==> config.mk <==
export PLATFORM = sky130hd
export DESIGN_NAME = imem_loader
export DESIGN_NICKNAME = d
export VERILOG_FILES = /design/src/rtl/imem_loader.sv
export SDC_FILE = /design/constraint.sdc
export NUM_CORES = 1
export LEC_CHECK = 0
export CORE_MARGIN = 4
export CORE_UTILIZATION = 42
export DETAILED_ROUTE_END_ITERATION = 8
export PLACE_DENSITY = 0.59
export SYNTH_ARGS = -nofsm -noshare
export SYNTH_HDL_FRONTEND = slang
export SYNTH_SLANG_ARGS = --single-unit
==> constraint.sdc <==
create_clock -name CLK -period 6.7 [get_ports CLK]
set_clock_uncertainty 0.05 [all_clocks]
set_input_delay 1.005 -clock CLK [delete_from_list [all_inputs] [get_ports CLK]]
set_output_delay 1.005 -clock CLK [all_outputs]
set_load 0.05 [all_outputs]
==> src/rtl/imem_loader.sv <==
// imem_loader: fills instruction memory from a byte stream.
//
// The stream starts with a 16-bit word count N (MSB first). N big-endian
// 32-bit words follow and are written to consecutive im addresses starting
// at BASE_ADDR. The core is held in reset through cpu_rst_f until the whole
// image has been written.
//
// Build option: define IMEM_LOADER_CKSUM_EN to expect one trailing checksum
// byte, the 8-bit sum of all data bytes. A mismatch aborts the load.
//
// state    | meaning
// ---------+--------------------------------------------------------------
// S_IDLE   | out of reset, nothing loaded, core held in reset
// S_HDR_HI | waiting for word-count MSB
// S_HDR_LO | waiting for word-count LSB, then range check
// S_DATA   | collecting the four bytes of the current word
// S_WRITE  | one-cycle im write of the assembled word, stream paused
// S_CKSUM  | waiting for checksum byte (checksum build only)
// S_DONE   | image loaded, core released
// S_ERR    | load aborted, core held in reset

module imem_loader #(
  parameter int ADDR_W    = 16,
  parameter int BASE_ADDR = 0,
  parameter int MAX_WORDS = 1024
) (
  input  logic              CLK,
  input  logic              RST_F,
  input  logic              load_start,
  input  logic              byte_valid,
  input  logic [7:0]        byte_data,
  output logic              byte_ready,
  output logic              im_we,
  output logic [ADDR_W-1:0] im_waddr,
  output logic [31:0]       im_wdata,
  output logic              cpu_rst_f,
  output logic              busy,
  output logic              done,
  output logic              err
);

  typedef enum logic [2:0] {
    S_IDLE   = 3'd0,
    S_HDR_HI = 3'd1,
    S_HDR_LO = 3'd2,
    S_DATA   = 3'd3,
    S_WRITE  = 3'd4,
    S_DONE   = 3'd5,
    S_ERR    = 3'd6
`ifdef IMEM_LOADER_CKSUM_EN
    , S_CKSUM = 3'd7
`endif
  } state_t;

  localparam logic [16:0]       MAX_N = 17'(MAX_WORDS);
  localparam logic [ADDR_W-1:0] BASE  = ADDR_W'(BASE_ADDR);

  state_t state_q, state_d;

  logic [15:0] n_q, n_d;
  logic [15:0] idx_q, idx_d;
  logic [1:0]  bcnt_q, bcnt_d;
  logic [31:0] word_q, word_d;
`ifdef IMEM_LOADER_CKSUM_EN
  logic [7:0]  sum_q, sum_d;
`endif

  logic              byte_ready_q, byte_ready_d;
  logic              im_we_q, im_we_d;
  logic [ADDR_W-1:0] im_waddr_q, im_waddr_d;
  logic [31:0]       im_wdata_q, im_wdata_d;
  logic              cpu_rst_f_q, cpu_rst_f_d;
  logic              busy_q, busy_d;
  logic              done_q, done_d;
  logic              err_q, err_d;

  logic        xfer;
  logic        start;
  logic        last_word;
  logic [15:0] n_full;

  // A byte moves only when the registered ready is high; no combinational path
  // from byte_valid back to byte_ready.
  assign xfer      = byte_valid & byte_ready_q;
  assign start     = load_start &
                     ((state_q == S_IDLE) || (state_q == S_DONE) || (state_q == S_ERR));
  assign n_full    = {n_q[15:8], byte_data};
  assign last_word = ((idx_q + 16'd1) == n_q);

  // State register.
  always_ff @(posedge CLK or negedge RST_F) begin
    if (!RST_F) state_q <= S_IDLE;
    else        state_q <= state_d;
  end

  // Next-state logic; every stream state simply waits while no byte arrives.
  always_comb begin
    state_d = state_q;
    case (state_q)
      S_IDLE, S_DONE, S_ERR: begin
        if (start) state_d = S_HDR_HI;
      end
      S_HDR_HI: begin
        if (xfer) state_d = S_HDR_LO;
      end
      S_HDR_LO: begin
        if (xfer) begin
          if ({1'b0, n_full} > MAX_N) begin
            state_d = S_ERR;
          end else if (n_full == 16'd0) begin
`ifdef IMEM_LOADER_CKSUM_EN
            state_d = S_CKSUM;
`else
            state_d = S_DONE;
`endif
          end else begin
            state_d = S_DATA;
          end
        end
      end
      S_DATA: begin
        if (xfer && (bcnt_q == 2'd3)) state_d = S_WRITE;
      end
      S_WRITE: begin
        if (last_word) begin
`ifdef IMEM_LOADER_CKSUM_EN
          state_d = S_CKSUM;
`else
          state_d = S_DONE;
`endif
        end else begin
          state_d = S_DATA;
        end
      end
`ifdef IMEM_LOADER_CKSUM_EN
      S_CKSUM: begin
        if (xfer) state_d = (byte_data == sum_q) ? S_DONE : S_ERR;
      end
`endif
      default: state_d = S_IDLE;
    endcase
  end

  // Header capture, word assembly, word index and running checksum.
  always_comb begin
    n_d    = n_q;
    idx_d  = idx_q;
    bcnt_d = bcnt_q;
    word_d = word_q;
`ifdef IMEM_LOADER_CKSUM_EN
    sum_d  = sum_q;
`endif
    if (start) begin
      n_d    = 16'd0;
      idx_d  = 16'd0;
      bcnt_d = 2'd0;
`ifdef IMEM_LOADER_CKSUM_EN
      sum_d  = 8'd0;
`endif
    end
    case (state_q)
      S_HDR_HI: begin
        if (xfer) n_d = {byte_data, n_q[7:0]};
      end
      S_HDR_LO: begin
        if (xfer) n_d = n_full;
      end
      S_DATA: begin
        if (xfer) begin
          word_d = {word_q[23:0], byte_data};
          bcnt_d = bcnt_q + 2'd1;
`ifdef IMEM_LOADER_CKSUM_EN
          sum_d  = sum_q + byte_data;
`endif
        end
      end
      S_WRITE: begin
        idx_d = idx_q + 16'd1;
      end
      default: ;
    endcase
  end

  // Outputs are decoded from the next state so they line up with the state
  // register once flopped.
  always_comb begin
    byte_ready_d = 1'b0;
    im_we_d      = 1'b0;
    im_waddr_d   = im_waddr_q;
    im_wdata_d   = im_wdata_q;
    cpu_rst_f_d  = 1'b0;
    busy_d       = 1'b0;
    done_d       = 1'b0;
    err_d        = 1'b0;
    case (state_d)
      S_HDR_HI, S_HDR_LO, S_DATA: begin
        byte_ready_d = 1'b1;
        busy_d       = 1'b1;
      end
`ifdef IMEM_LOADER_CKSUM_EN
      S_CKSUM: begin
        byte_ready_d = 1'b1;
        busy_d       = 1'b1;
      end
`endif
      S_WRITE: begin
        busy_d     = 1'b1;
        im_we_d    = 1'b1;
        im_waddr_d = BASE + ADDR_W'(idx_q);
        im_wdata_d = word_d;
      end
      S_DONE: begin
        done_d      = 1'b1;
        cpu_rst_f_d = 1'b1;
      end
      S_ERR: begin
        err_d = 1'b1;
      end
      default: ;
    endcase
  end

  // Datapath and output registers.
  always_ff @(posedge CLK or negedge RST_F) begin
    if (!RST_F) begin
      n_q          <= 16'd0;
      idx_q        <= 16'd0;
      bcnt_q       <= 2'd0;
      word_q       <= 32'd0;
`ifdef IMEM_LOADER_CKSUM_EN
      sum_q        <= 8'd0;
`endif
      byte_ready_q <= 1'b0;
      im_we_q      <= 1'b0;
      im_waddr_q   <= '0;
      im_wdata_q   <= 32'd0;
      cpu_rst_f_q  <= 1'b0;
      busy_q       <= 1'b0;
      done_q       <= 1'b0;
      err_q        <= 1'b0;
    end else begin
      n_q          <= n_d;
      idx_q        <= idx_d;
      bcnt_q       <= bcnt_d;
      word_q       <= word_d;
`ifdef IMEM_LOADER_CKSUM_EN
      sum_q        <= sum_d;
`endif
      byte_ready_q <= byte_ready_d;
      im_we_q      <= im_we_d;
      im_waddr_q   <= im_waddr_d;
      im_wdata_q   <= im_wdata_d;
      cpu_rst_f_q  <= cpu_rst_f_d;
      busy_q       <= busy_d;
      done_q       <= done_d;
      err_q        <= err_d;
    end
  end

  assign byte_ready = byte_ready_q;
  assign im_we      = im_we_q;
  assign im_waddr   = im_waddr_q;
  assign im_wdata   = im_wdata_q;
  assign cpu_rst_f  = cpu_rst_f_q;
  assign busy       = busy_q;
  assign done       = done_q;
  assign err        = err_q;

endmodule
==> impl_metrics.ini, run 1 <==
[outcome]
status = completed

[sta]
worst_slew_pin_slew_ns = 0.776
rsz0062_at_grt = no
fmaxAchievable_ghz = 0.296
setup_total_negative_slack_ns = 0
final.period_utilization_pct = 50.4
final-hold-violation-count = 0
whs_ns = 0.417
layout_min_cycle_time_ns = 3.37
finalSetupViolCount = 0
slew_headroom_pct = 48.3
timing.final.max_slew_violations = 0

[global_route]
overflow = 0
via_count_of_the_first_global_routing_pass = 4008
grt_start_max_net_pins = 64
grt.total_usage_pct = 17.2
grt_first_pass_wirelength_mm = 19.9
antenna_found_initial = 0

[worst_setup_path]
crit_arrival_ns = 3.62
critical_path_startpoint = byte_valid
r2r-end = im_wdata[23]
critical_path.reg2reg.startpoint = state_q[2]
required_time_of_the_critical_path_ns = 6.95
reg2reg_setup_slack_ns = 3.77
timing.critical_path.to_type = register
worst-setup-path-type = input pin to register
worst-r2r-cell-count = 6
path_max_fanout = 32
critPathLaunchType = input pin

[worst_hold_path]
hold-path-endpoint = im_waddr[5]
worstHoldPathType = register to register
whs_path_depth = 2
hold_path_startpoint = im_waddr[5]

[logic_synthesis]
ys.warnings.count = 0
fraction_of_registers_with_async_set_or_reset_after_synthesis_pct = 100
netlist_instances = 504
synthMostInstantiatedCell = sky130_fd_sc_hd__dfrtp_1
synthDominantCellAreaShare_pct = 55.6
dominant_cells_by_area_after_synthesis = sky130_fd_sc_hd__dfrtp_1 56%, sky130_fd_sc_hd__mux2_2 13%, sky130_fd_sc_hd__nand2_1 7.1%, sky130_fd_sc_hd__o21ai_0 3.8%, sky130_fd_sc_hd__xnor2_1 2.2%
synth.ff_latch_count = 122
yosys.area.top_type = sky130_fd_sc_hd__dfrtp_1
synth-main-ff-cell = sky130_fd_sc_hd__dfrtp_1
synth_sequential_area_ratio_pct = 55.6
synth_area_per_cell_sq_um = 10.9
synth.distinct_cells = 51
syn_nets = 518
synth-edff-count = 0
netlist_area_sq_um = 5490
post_synth_most_frequent_cells = 122 x sky130_fd_sc_hd__dfrtp_1, 104 x sky130_fd_sc_hd__nand2_1, 64 x sky130_fd_sc_hd__mux2_2

[die]
initial_core_util_pct = 43.2
floorplan.die_area_sq_um = 15000
floorplan.core_area_sq_um = 12700
ios = 66
rows = 41
die_h_um = 122
die_span_x_um = 122

[final_layout]
fin_nets = 577
multi_input_comb_area_sq_um = 2260
register_area_sq_um = 3050
antennaDiodeCount = 0
area_delta_synth_final_pct = 23.7
filler_cell_count = 1187
final_layout_size_suffix_gt1_share_pct = 19.6

[clocking]
clk_root_buffer_cell = sky130_fd_sc_hd__clkbuf_16
post_cts.repair.setup_buffers = 0
clock-sinks = 122
clock_tree.htree_level_count = 4
cts.reportedPaths.clkPinSlew_ns = 0.05
worst_skew_pair.late_latency_ns = 0.42
clk_path_buf_depth = 2
hold_buffers = 0
cts_repair_resize_count = 0
cts_tree = done
cts_made_buffers = 17

[power_and_ir_drop]
leakagePower_nw = 3.02
vdd_ir_drop_max_uv = 197
power_per_cell_area_nw_per_um2 = 390

[detailed_routing]
detailed_route_via_count = 3869
drc = 0
drt-total-wl_mm = 11.8
drt_pre_antenna_iters = 4
wl_per_cell_um = 15.8
drt-vias-per-instance = 5.17
drt_iter0_markers = 229
final_ant_viol_nets = 0

[placed_design]
place.detailed.hpwl_mm = 8.11
port_buffers = 65
finalWeightedCongestion = 0.840

[run]
cap_violations = 0
-- placed cells by master, fill, tap and decap left out, drive strengths merged, types with 2 or more instances in the layout --
cell	netlist	layout
a2111oi	2	2
a21o	2	2
a21oi	9	9
a31oi	3	3
and2	5	5
and3	5	5
and4	4	4
buf	17	7
clkbuf	14	20
clkdlybuf4s50	0	64
clkinv	0	3
clkinvlp	0	7
dfrtp	122	122
ha	2	2
inv	6	8
mux2	64	64
nand2	105	105
nand2b	2	2
nand3	14	14
nand3b	3	3
nand4	6	6
nor2	14	14
nor3	7	7
nor3b	3	3
nor4	5	5
o21ai	43	43
o31ai	6	6
o41ai	3	3
or4	2	2
xnor2	14	14
xor2	10	10
-- area by class of cell --
cell class | count | area share (%)
clock buffers | 20 | 6.72
clock inverters | 12 | 1.36
inverters | 6 | 0.331
multi-input cells | 345 | 33.3
flip-flops and latches | 122 | 44.9
well taps | 172 | 3.17
repair buffers | 71 | 10.2
-- kinds of logic after synthesis --
group,synth area share [%]
simple gates,15.1
flops,55.6
compound gates,8.45
mux,13.3
buf+inv,3.26
xor+xnor,3.83
fa+ha+maj,0.456
-- worst max path at each step --
stage	cells past startpoint	to	slack, ns
2_1_floorplan	5	im_wdata[24]	4.03
3_3_place_gp	7	im_wdata[25]	2.90
3_5_place_dp	7	im_wdata[23]	2.82
4_1_cts	7	im_wdata[23]	3.26
5_1_grt	7	im_wdata[23]	3.02
6_report	7	im_wdata[23]	3.33
-- critical path, cell delays in order --
cell                              delay, ns
sky130_fd_sc_hd__clkdlybuf4s50_1       0.44
sky130_fd_sc_hd__nand3_1               0.18
sky130_fd_sc_hd__nor2_2                0.07
sky130_fd_sc_hd__nand2_1               0.50
sky130_fd_sc_hd__clkinv_1              0.61
sky130_fd_sc_hd__buf_4                 0.46
sky130_fd_sc_hd__mux2_2                0.33
-- report_power, final --
part	leakage (nW)	internal (mW)	total, mW	switching [mW]
Combinational	1.14	0.320	0.747	0.427
Sequential	1.63	0.924	1.07	0.145
Clock	0.248	0.494	0.834	0.340
Total	3.02	1.74	2.65	0.912
-- registers in the layout, summed over array words and instances, names as in the netlist --
| register | flops |
|---|---|
| idx_q | 16 |
| state_q | 3 |
| im_we | 1 |
| n_q | 16 |
| im_wdata | 32 |
| busy | 1 |
| im_waddr | 16 |
| err | 1 |
| word_q | 32 |
| done | 1 |
| byte_ready | 1 |
| bcnt_q | 2 |
-- routing by layer --
metal	part of all wire (%)	wire length, um	track usage (%)	vias up
met2	48	5610	27.2	75
li1	-	-	-	1868
met4	2.2	259	7.70	0
met5	0	0	0	-
met3	4.2	491	5.16	22
met1	46	5430	22.0	1904
-- metrics by stage --
step	area (sq um)	utilization (%)	setup slack, ns	instances	power, mW
floorplan	5490	-	4.03	504	1.60
global placement	6250	49.1	2.90	716	1.82
detailed placement	6250	49.1	2.82	716	1.84
CTS	6800	53.4	3.26	748	2.68
global route	6800	53.4	3.02	748	2.81
finish	6800	53.4	3.33	748	2.65
(Power assumes the default switching activity.)
==> inputs of run 2 (changes only) <==
- clock period: 6.7 -> 3.2 ns (I/O delays scaled with it)
==> run 2 against run 1 <==
Against the previous run: clock-buffer cell count unchanged; clock power increased to 2.5 times the previous value; total power increased by 120%; cell count increased by 0.27%; first-iteration DRC count increased by 17%; non-clock buffer count increased by 4.
==> impl_metrics.ini, run 2 (synthesis gave the netlist of run 1 again) <==
[outcome]
status = completed

[worst_setup_path]
critPathLaunchType = register
cp.depth = 8
worst-r2r-cell-count = 8
critical_path.n_buffers_inverters = 0
required_time_of_the_critical_path_ns = 3.44
critPathTopFamily = simple AND/OR/NAND/NOR gates
timing.critical_path.cells = ha_1 -> nand3_1 -> nor4_1 -> nand3b_1 -> a31oi_1 -> a21oi_1 -> o31ai_2 -> o21ai_1
reg2reg_setup_slack_ns = 0.50
worst-setup-path-type = register to register
path_max_fanout = 8
r2r-end = busy
timing.critical_path.to_type = register
critical-path-max-stage-delay_ns = 0.63
critical_path.reg2reg.startpoint = idx_q[0]
critical-path-slowest-cell = sky130_fd_sc_hd__nor4_1
crit_arrival_ns = 2.94

[die]
die_h_um = 122
initial_core_util_pct = 43.2
die_span_x_um = 122
floorplan.die_area_sq_um = 15000
floorplan.core_area_sq_um = 12700
rows = 41
ios = 66

[final_layout]
final_cell_mix = 122 x sky130_fd_sc_hd__dfrtp_1, 104 x sky130_fd_sc_hd__nand2_1, 64 x sky130_fd_sc_hd__mux2_2, 64 x sky130_fd_sc_hd__clkdlybuf4s50_1, 42 x sky130_fd_sc_hd__o21ai_0
commonest_non_fill_non_tap_cell_in_the_layout = sky130_fd_sc_hd__dfrtp_1
final_layout_size_suffix_gt1_share_pct = 20.1
register_area_sq_um = 3050
antennaDiodeCount = 0
filler_cell_count = 1181
final_non_filler_cell_total = 750
fin_nets = 581
area_delta_synth_final_pct = 26.5
multi_input_comb_area_sq_um = 2260

[global_route]
grt_start_max_net_pins = 67
grt_first_pass_wirelength_mm = 20.5
overflow = 0
via_count_of_the_first_global_routing_pass = 4002
grt.total_usage_pct = 17.9
antenna_found_initial = 0

[power_and_ir_drop]
vdd_ir_drop_max_uv = 478
power_per_cell_area_nw_per_um2 = 853
leakagePower_nw = 3.11
share_clk_of_total_power_pct = 35.8
intPower_mw = 4.04
power_frac_seq_pct = 37.7
total_power_mw = 5.93
share_comb_of_total_power_pct = 26.6
switchingPower_mw = 1.88
netSwitchingFraction_pct = 31.8

[detailed_routing]
detailed_route_via_count = 3938
drt-total-wl_mm = 12.1
drt-vias-per-instance = 5.25
drt_iter0_markers = 268
drt_pre_antenna_iters = 4
drc = 0
wl_per_cell_um = 16.1
final_ant_viol_nets = 0

[sta]
setup_total_negative_slack_ns = 0
final-hold-violation-count = 0
finalSetupViolCount = 0
final.period_utilization_pct = 84.3
fmaxAchievable_ghz = 0.371
timing.final.max_slew_violations = 0
rsz0062_at_grt = no
whs_ns = 0.113
worst_slew_pin_slew_ns = 0.821
slew_headroom_pct = 45.3
layout_min_cycle_time_ns = 2.70

[placed_design]
finalWeightedCongestion = 0.956
placed_instances = 720
place.detailed.hpwl_mm = 8.09
port_buffers = 65

[clocking]
clock_tree.htree_level_count = 4
cts_made_buffers = 17
clock-sinks = 122
post_cts.repair.setup_buffers = 0
worst_skew_pair.late_latency_ns = 0.42
hold_buffers = 0
cts_tree = done
cts_repair_resize_count = 0
cts.reportedPaths.clkPinSlew_ns = 0.05
clk_path_buf_depth = 2
clk_root_buffer_cell = sky130_fd_sc_hd__clkbuf_16

[worst_hold_path]
worstHoldPathType = input pin to async pin

[run]
cap_violations = 0
==> run 2: area by class of cell <==
cell class	instances	share of cell area [%]
clock buffer	20	6.72
clock inverter	10	2.76
inverter	6	0.324
multi-input combinational	345	32.6
sequential	122	43.9
tap	172	3.10
timing repair buffer	75	10.6
==> run 2: per-layer routing <==
| metal | routed length, um | global-route usage [%] | vias up |
|---|---|---|---|
| li1 | - | - | 1875 |
| met5 | 0 | 0 | - |
| met2 | 5800 | 27.4 | 105 |
| met4 | 278 | 7.70 | 0 |
| met1 | 5310 | 23.2 | 1936 |
| met3 | 682 | 6.22 | 22 |
==> run 2: worst max-delay path by stage <==
stage / startpoint / end
4_1_cts: idx_q[0] / busy
3_5_place_dp: idx_q[0] / busy
2_1_floorplan: idx_q[0] / busy
5_1_grt: idx_q[0] / busy
6_report: idx_q[0] / busy
3_3_place_gp: idx_q[0] / busy
==> run 2: per-stage QoR <==
stage	area [sq um]	utilization (%)	setup WS [ns]
finish	6950	54.6	0.503
CTS	6950	54.6	0.485
floorplan	5490	-	0.789
detailed placement	6290	49.4	0.520
global placement	6290	49.4	0.581
global route	6950	54.6	0.267
==> run 2: power by group through the flow <==
stage	registers (mW)	logic, mW	clock network, mW
floorplan	2.38	0.972	0
global placement	2.25	1.56	0
detailed placement	2.26	1.59	0
CTS	2.24	1.59	2.17
global route	2.30	1.75	2.25
finish	2.23	1.58	2.12
